### src/rtl/core_pkg.sv
// rtl/core_pkg.sv - shared state encoding and constants for the scalar core sequencer
package core_pkg;

    localparam int STATE_W = 3;
    localparam logic [31:0] PC_STEP = 32'd4;

    typedef enum logic [STATE_W-1:0] {
        ST_FETCH  = 3'd0,
        ST_DECODE = 3'd1,
        ST_EXEC   = 3'd2,
        ST_MEM    = 3'd3,
        ST_WB     = 3'd4,
        ST_HALT   = 3'd5,
        ST_ERR    = 3'd6
    } state_e;

    function automatic logic pc_misaligned(input logic [31:0] addr);
        return addr[1:0] != 2'b00;
    endfunction

endpackage

### src/rtl/ack_watchdog.sv
// rtl/ack_watchdog.sv - stall counter that flags a request left unacknowledged for TIMEOUT cycles
module ack_watchdog #(
    parameter int unsigned TIMEOUT = 255
) (
    input  logic clk,
    input  logic rst,
    input  logic pending,
    input  logic ack,
    output logic timeout
);

    localparam int CNT_W = (TIMEOUT > 1) ? $clog2(TIMEOUT) : 1;
    localparam int LIMIT = (TIMEOUT > 0) ? int'(TIMEOUT) - 1 : 0;

    logic [CNT_W-1:0] wait_cnt;

    // Counter idles at zero whenever nothing is outstanding, so each new request starts fresh.
    always_ff @(posedge clk) begin
        if (!rst) begin
            wait_cnt <= '0;
        end else if (!pending || ack) begin
            wait_cnt <= '0;
        end else begin
            wait_cnt <= wait_cnt + 1'b1;
        end
    end

    assign timeout = (TIMEOUT != 0) && pending && !ack && (wait_cnt == CNT_W'(LIMIT));

endmodule

### src/rtl/core_sequencer.sv
// rtl/core_sequencer.sv - multicycle fetch/decode/exec/mem/wb control FSM with PC, retire count and traps
module core_sequencer
    import core_pkg::*;
#(
    parameter logic [31:0] RESET_PC = 32'h0,
    parameter int unsigned TIMEOUT  = 255
) (
    input  logic               clk,
    input  logic               rst,
    output logic               imem_req,
    input  logic               imem_ack,
    output logic               ir_we,
    input  logic               mem_read,
    input  logic               mem_write,
    output logic               dmem_req,
    input  logic               dmem_ack,
    input  logic               branch,
    input  logic [31:0]        branch_addr,
    input  logic               halt,
    output logic [STATE_W-1:0] state,
    output logic [31:0]        pc,
    output logic               retire,
    output logic [31:0]        instret,
    output logic               halted,
    output logic               error
);

    state_e state_q;
    logic   access;
    logic   imem_pend;
    logic   dmem_pend;
    logic   wd_ack;
    logic   timeout;
    logic   wb_fault;

    assign access    = mem_read | mem_write;
    assign imem_pend = (state_q == ST_FETCH);
    assign dmem_pend = (state_q == ST_MEM) && access;
    assign wd_ack    = imem_pend ? imem_ack : dmem_ack;
    assign wb_fault  = branch && pc_misaligned(branch_addr);

    ack_watchdog #(
        .TIMEOUT (TIMEOUT)
    ) u_watchdog (
        .clk     (clk),
        .rst     (rst),
        .pending (imem_pend | dmem_pend),
        .ack     (wd_ack),
        .timeout (timeout)
    );

    // Requests are abandoned the moment reset asserts, not on the following edge.
    assign imem_req = imem_pend & rst;
    assign dmem_req = dmem_pend & rst;
    assign ir_we    = imem_req & imem_ack;
    assign retire   = rst && (state_q == ST_WB) && !wb_fault;
    assign state    = state_q;
    assign halted   = (state_q == ST_HALT);
    assign error    = (state_q == ST_ERR);

    always_ff @(posedge clk) begin
        if (!rst) begin
            state_q <= ST_FETCH;
            pc      <= RESET_PC;
            instret <= '0;
        end else begin
            case (state_q)
                ST_FETCH: begin
                    if (imem_ack) begin
                        state_q <= ST_DECODE;
                    end else if (timeout) begin
                        state_q <= ST_ERR;
                    end
                end
                ST_DECODE: state_q <= halt ? ST_HALT : ST_EXEC;
                ST_EXEC:   state_q <= ST_MEM;
                ST_MEM: begin
                    if (!access || dmem_ack) begin
                        state_q <= ST_WB;
                    end else if (timeout) begin
                        state_q <= ST_ERR;
                    end
                end
                ST_WB: begin
                    if (wb_fault) begin
                        state_q <= ST_ERR;
                    end else begin
                        state_q <= ST_FETCH;
                        pc      <= branch ? branch_addr : pc + PC_STEP;
                        instret <= instret + 32'd1;
                    end
                end
                ST_HALT: state_q <= ST_HALT;
                ST_ERR:  state_q <= ST_ERR;
                default: state_q <= ST_ERR;
            endcase
        end
    end

endmodule

### config.mk
export PLATFORM = sky130hd
export DESIGN_NAME = core_sequencer
export DESIGN_NICKNAME = d
export VERILOG_FILES = /design/src/rtl/core_pkg.sv /design/src/rtl/ack_watchdog.sv /design/src/rtl/core_sequencer.sv
export SDC_FILE = /design/constraint.sdc
export NUM_CORES = 1
export LEC_CHECK = 0
export CAP_MARGIN = 20
export CELL_PAD_IN_SITES_DETAIL_PLACEMENT = 1
export CELL_PAD_IN_SITES_GLOBAL_PLACEMENT = 2
export CORE_UTILIZATION = 25
export CTS_BUF_LIST = sky130_fd_sc_hd__clkbuf_16
export CTS_CLUSTER_SIZE = 20
export DETAILED_ROUTE_END_ITERATION = 8
export PLACE_DENSITY = 0.83
export REMOVE_ABC_BUFFERS = 1
export SLEW_MARGIN = 20
export SYNTH_ARGS = -nofsm -noshare
export SYNTH_HDL_FRONTEND = slang
export SYNTH_SLANG_ARGS = --single-unit
### constraint.sdc
create_clock -name clk -period 2.1 [get_ports clk]
set_input_delay 0.42 -clock clk [delete_from_list [all_inputs] [get_ports clk]]
set_output_delay 0.42 -clock clk [all_outputs]
set_load 0.005 [all_outputs]
# Word-level counts from Yosys, hierarchy flattened
# Index checks and enable logic that the tools add are counted.
# op_classes
eq_ne	7
n_reduce_logical	16
bitwise_logic	7
muxes	8
addsub	3
# ops
op	count
$add A32 B1 Y32 const B	1
$add A32 B3 Y32 const B	1
$mux W32	1
$pmux W3 S6	1
$mux W3	5
$eq A3 B3 Y1 const B	3
$add A8 B1 Y8 const B	1
$eq A8 B8 Y1 const B	1
$eq A3 B2 Y1 const B	2
$logic_and A1 B1 Y1	6
$logic_not A1 Y1	4
$and A1 B1 Y1	3
$eq A3 B1 Y1 const B	1
$logic_not A3 Y1	1
$logic_or A1 B1 Y1	2
$not A1 Y1	2
$or A1 B1 Y1	2
$reduce_and A2 Y1	1
$reduce_bool A2 Y1	1
$reduce_or A2 Y1	1
$mux W1	1
# totals
reg_bits	75
out_inout_bits	73
wordCells	45
in_bits	40

# Logic depth before layout (Yosys ltp)
# depth
word_depth	8
mapped_depth	7
ltp_nobuf	6

# Modules after synthesis
# A second synthesis with hierarchy kept.
# hier_totals
hier_cells	527
area_unflattened_um2	4100.2
# modules_own_cells
mod	area_each_um2	cells_each	instances	seq_area_each_um2
core_sequencer	3763.6	489	1	1341.3
ack_watchdog	336.6	38	1	160.2

# Worst setup path before layout
# No wires, ideal clock.
# synth_timing
path_kind	reg2reg
startpoint	register pc[2]
endpoint	register pc[30]
period_less_slack_ps	2058
stages_incl_launch_ff	6
path_buffers	0
setup_time_ps	122
t_arrival_ps	1937
path_slack_ps	42
required_time_ps	1978
cell_sequence	dfxtp_1 -> ha_1 -> nand4_1 -> nor4_1 -> a21oi_1 -> a221o_1
# synth_between
elab_chain_len	2
# synth_rtl
item	line_no	text
start, declared	core_sequencer.sv:21	output logic [31:0] pc,
start signal, assigned	core_sequencer.sv:89	pc <= branch ? branch_addr : pc + PC_STEP;
$add A32 B3 Y32	core_sequencer.sv:89	
$mux W32	core_sequencer.sv:89	
# Every way passes these cells.
# A chain may end at the register's enable or synchronous reset.

# Final worst setup path
# layout_timing
startpoint	register state_q[1] (netlist: state[1])
endpoint	register pc[17]
# layout_between
elab_chain_len	2
# layout_rtl
item	line_no	text
start, declared	core_sequencer.sv:28	state_e state_q;
start signal, assigned	core_sequencer.sv:75	ST_DECODE: state_q <= halt ? ST_HALT : ST_EXEC;
$eq A3 B3 Y1	core_sequencer.sv:67	case (state_q)
$reduce_and A2 Y1 (no source line)	-	
# Every way passes these cells.

==> results.md <==
* Period Utilization, post-route at 97.90%
* Fmax at 486.4 MHz
* Grt ovf at 0
* All-Layer GR Usage at 19.22%
* Worst endpoint required time at 2.39 ns
* EDFF count, synth at 0
* Core Area at 16060 um^2
* TritonCTS Buffers at 9
* Max-cap violations at 0
* Crit end category: flip-flop
* Initial core utilization at 25.88%
* Cells after Synth at 527
* Clock-pin transition on the worst setup and hold timing paths at 0.06 ns
* Dpl cell area at 5884 um^2
* Crit path time final at 2.056 ns
* H-tree depth at 3
* Clock root buffer: clkbuf_16
* Slew @ Worst Pin at 0.4377 ns
* Gpl congestion at 0.8215
* Dpl hpwl at 11460 um
* Slew headroom at 70.71%
* Vias in the first global route at 5002
* Synth top area share at 36.13%
* Netlist Area Pre-Place at 4155 um^2
* Sink Count at 75
* Grt met2 use at 33.61%
* First-pass GRT wire length at 25670 um
* Post-Route WL at 15620 um
* Met3 Track Usage GR at 4.723%
* Largest net degree at the start of global routing at 32
* Worst skew pair latency at 0.35 ns
* Ports at 113
* Via count at 4806
* Worst-path maximum fanout at 3
* Global routing usage on met1 at 23.60%
* Antenna Cells at 0
* LEAKAGE at 0.002186 uW
* HP Class: flip-flop to flip-flop
* Count of pins over their slew limit at 0
* Most frequent cells in the layout: clkdlybuf4s50_1 (103), dfxtp_1 (74), buf_4 (66)
* Register bit total from synthesis at 75
* Final core occ at 39.48%
* I/O Buffers at 112
* DR vias/cell at 5.322
* Nets at 727
* Avg Inst Size Synth at 7.885 um^2
* ANT nets after route at 0
* Main area contributors after synthesis: dfxtp_1 (36%), a21oi_1 (4.7%), nand3_1 (3.7%)
* Final hold vios at 0
* Clock buffer depth at 2
* Asr flop ratio synth at 0%
* DRC Markers at 0
* TritonRoute pass-1 iters at 5
* GR peak layer: met2
* Initial antenna violation count at 0
* Row cnt at 46
* CTS tree: yes
* Die H at 130.9 um
* Multi-input gate area in the final layout at 2490 um^2
* Fillers at 1877
* RSZ-0062 raised after global routing: no
* Yosys top cell by area: dfxtp_1
* Die ar. at 17140 um^2
* Synth Flop Type: dfxtp_1
* Finish-stage setup viols at 0
* Setup Skew at 0.008601 ns
* Most common cell after layout, fill and taps aside: clkdlybuf4s50_1
* Storage element area at 1503 um^2
* Share of cells above drive strength 1 at 14.26%
* Netlist cell types at 59
* Power per cell area at 626.9 nW/um^2
* Worst vdd ir at 0.0003814 V
* DR iter-0 viols at 259
* Critical path data arrival time at 2.35 ns
* Fin area at 6340 um^2
* Setup Crit Path Kind: flip-flop to flip-flop
* Area delta synth->final at 52.57%
* Width of the die at 130.9 um
* CP startpoint kind: flip-flop
* Register area share after synthesis at 36.13%
* Synth warnings at 0
* DR WL/cell at 17.30 um
* Status: finished clean
-- flip-flops by register name (all words and copies together) (netlist names) --
| register | cells |
|---|---|
| instret | 32 |
| pc | 32 |
| state | 3 |
| u_watchdog.wait_cnt | 8 |
-- through the flow --
| stage | setup slack [ns] | hold WS, ns | instances | power, uW | setup TNS [ns] |
|---|---|---|---|---|---|
| after floorplan | -0.7293 | 0.4297 | 489 | 1777 | -20.36 |
| after global placement | -0.2913 | 0.4433 | 877 | 2153 | -5.929 |
| after detailed placement | -0.3305 | 0.4491 | 877 | 2170 | -9.686 |
| after CTS | 0.01396 | 0.4637 | 897 | 4003 | 0 |
| after global routing | 0.002968 | 0.5052 | 903 | 4136 | 0 |
| final | 0.04413 | 0.4612 | 903 | 3974 | 0 |
-- path summary, 6_finish.rpt --
| path | from | end | slack (ns) | cells after the start |
|---|---|---|---|---|
| setup reg to reg | state[1]$_SDFF_PN0_ | pc[17]$_SDFFE_PN0P_ | 0.04 | 5 |
| hold reg to reg | u_watchdog.wait_cnt[0]$_SDFF_PP0_ | u_watchdog.wait_cnt[0]$_SDFF_PP0_ | 0.46 | 1 |
| setup / recovery | state[1]$_SDFF_PN0_ | pc[17]$_SDFFE_PN0P_ | 0.04 | 5 |
| hold / removal | u_watchdog.wait_cnt[0]$_SDFF_PP0_ | u_watchdog.wait_cnt[0]$_SDFF_PP0_ | 0.46 | 1 |
-- worst max-delay path, cell delays in order (launching register included) --
cell,delay [ns]
dfxtp_2,0.33
or3b_4,0.43
buf_4,0.16
or4b_4,0.51
or4_4,0.48
nand3_1,0.09
-- cells in the mapped netlist (5+ instances only) --
master     n
o21ai_0   26
xnor2_1    8
nor3_1    18
and3_1    10
inv_1     14
nand4_1   24
buf_1      5
or4_1     12
and4_1     9
or3_1     14
nand3_1   31
a211oi_1   8
nand2b_1  10
a31oi_1    6
o41ai_1    6
nor4_1    11
nor2_1    35
a21oi_1   39
nand2_1   40
o31ai_1   10
o311ai_0   7
clkbuf_1  30
mux2i_1    5
dfxtp_1   75
-- cell type report --
cell class | count | share of cell area (%)
multi-input cells | 399 | 39.27
repair buffers | 183 | 26.66
flip-flops and latches | 75 | 23.70
well taps | 216 | 4.263
clock buffers | 9 | 3.552
clock inverters | 6 | 1.658
inverters | 15 | 0.8881
-- metal layers --
metal / up-vias / wire length, um / share of wire [%]
met3: 18 / 699 / 4.5
met1: 2348 / 6922 / 44
met2: 116 / 7805 / 50
li1: 2324 / - / -
met4: 0 / 192 / 1.2
met5: - / 0 / 0
-- where the power goes --
group          switching, uW  leakage [uW]  internal, uW
Sequential              53.4      0.000606          1470
Combinational            316       0.00142           357
Clock                    631      0.000157          1150
Total                   1000       0.00219          2970
-- cell families after synthesis --
| group | synth area share (%) |
|---|---|
| compound gates | 23.64 |
| xor+xnor | 2.319 |
| fa+ha+maj | 1.205 |
| buf+inv | 4.878 |
| flops | 36.13 |
| mux | 1.205 |
| simple gates | 30.62 |
-- what timing repair did --
item / 4_1_cts / 5_1_grt
pin swaps: 3 / 1
hold buffers: 0 / 0
resized for setup: 14 / 8
buffers inserted: 5 / 6
setup endpoints to repair: 4 / 9
Note: power is estimated with default switching activity, not from simulation.
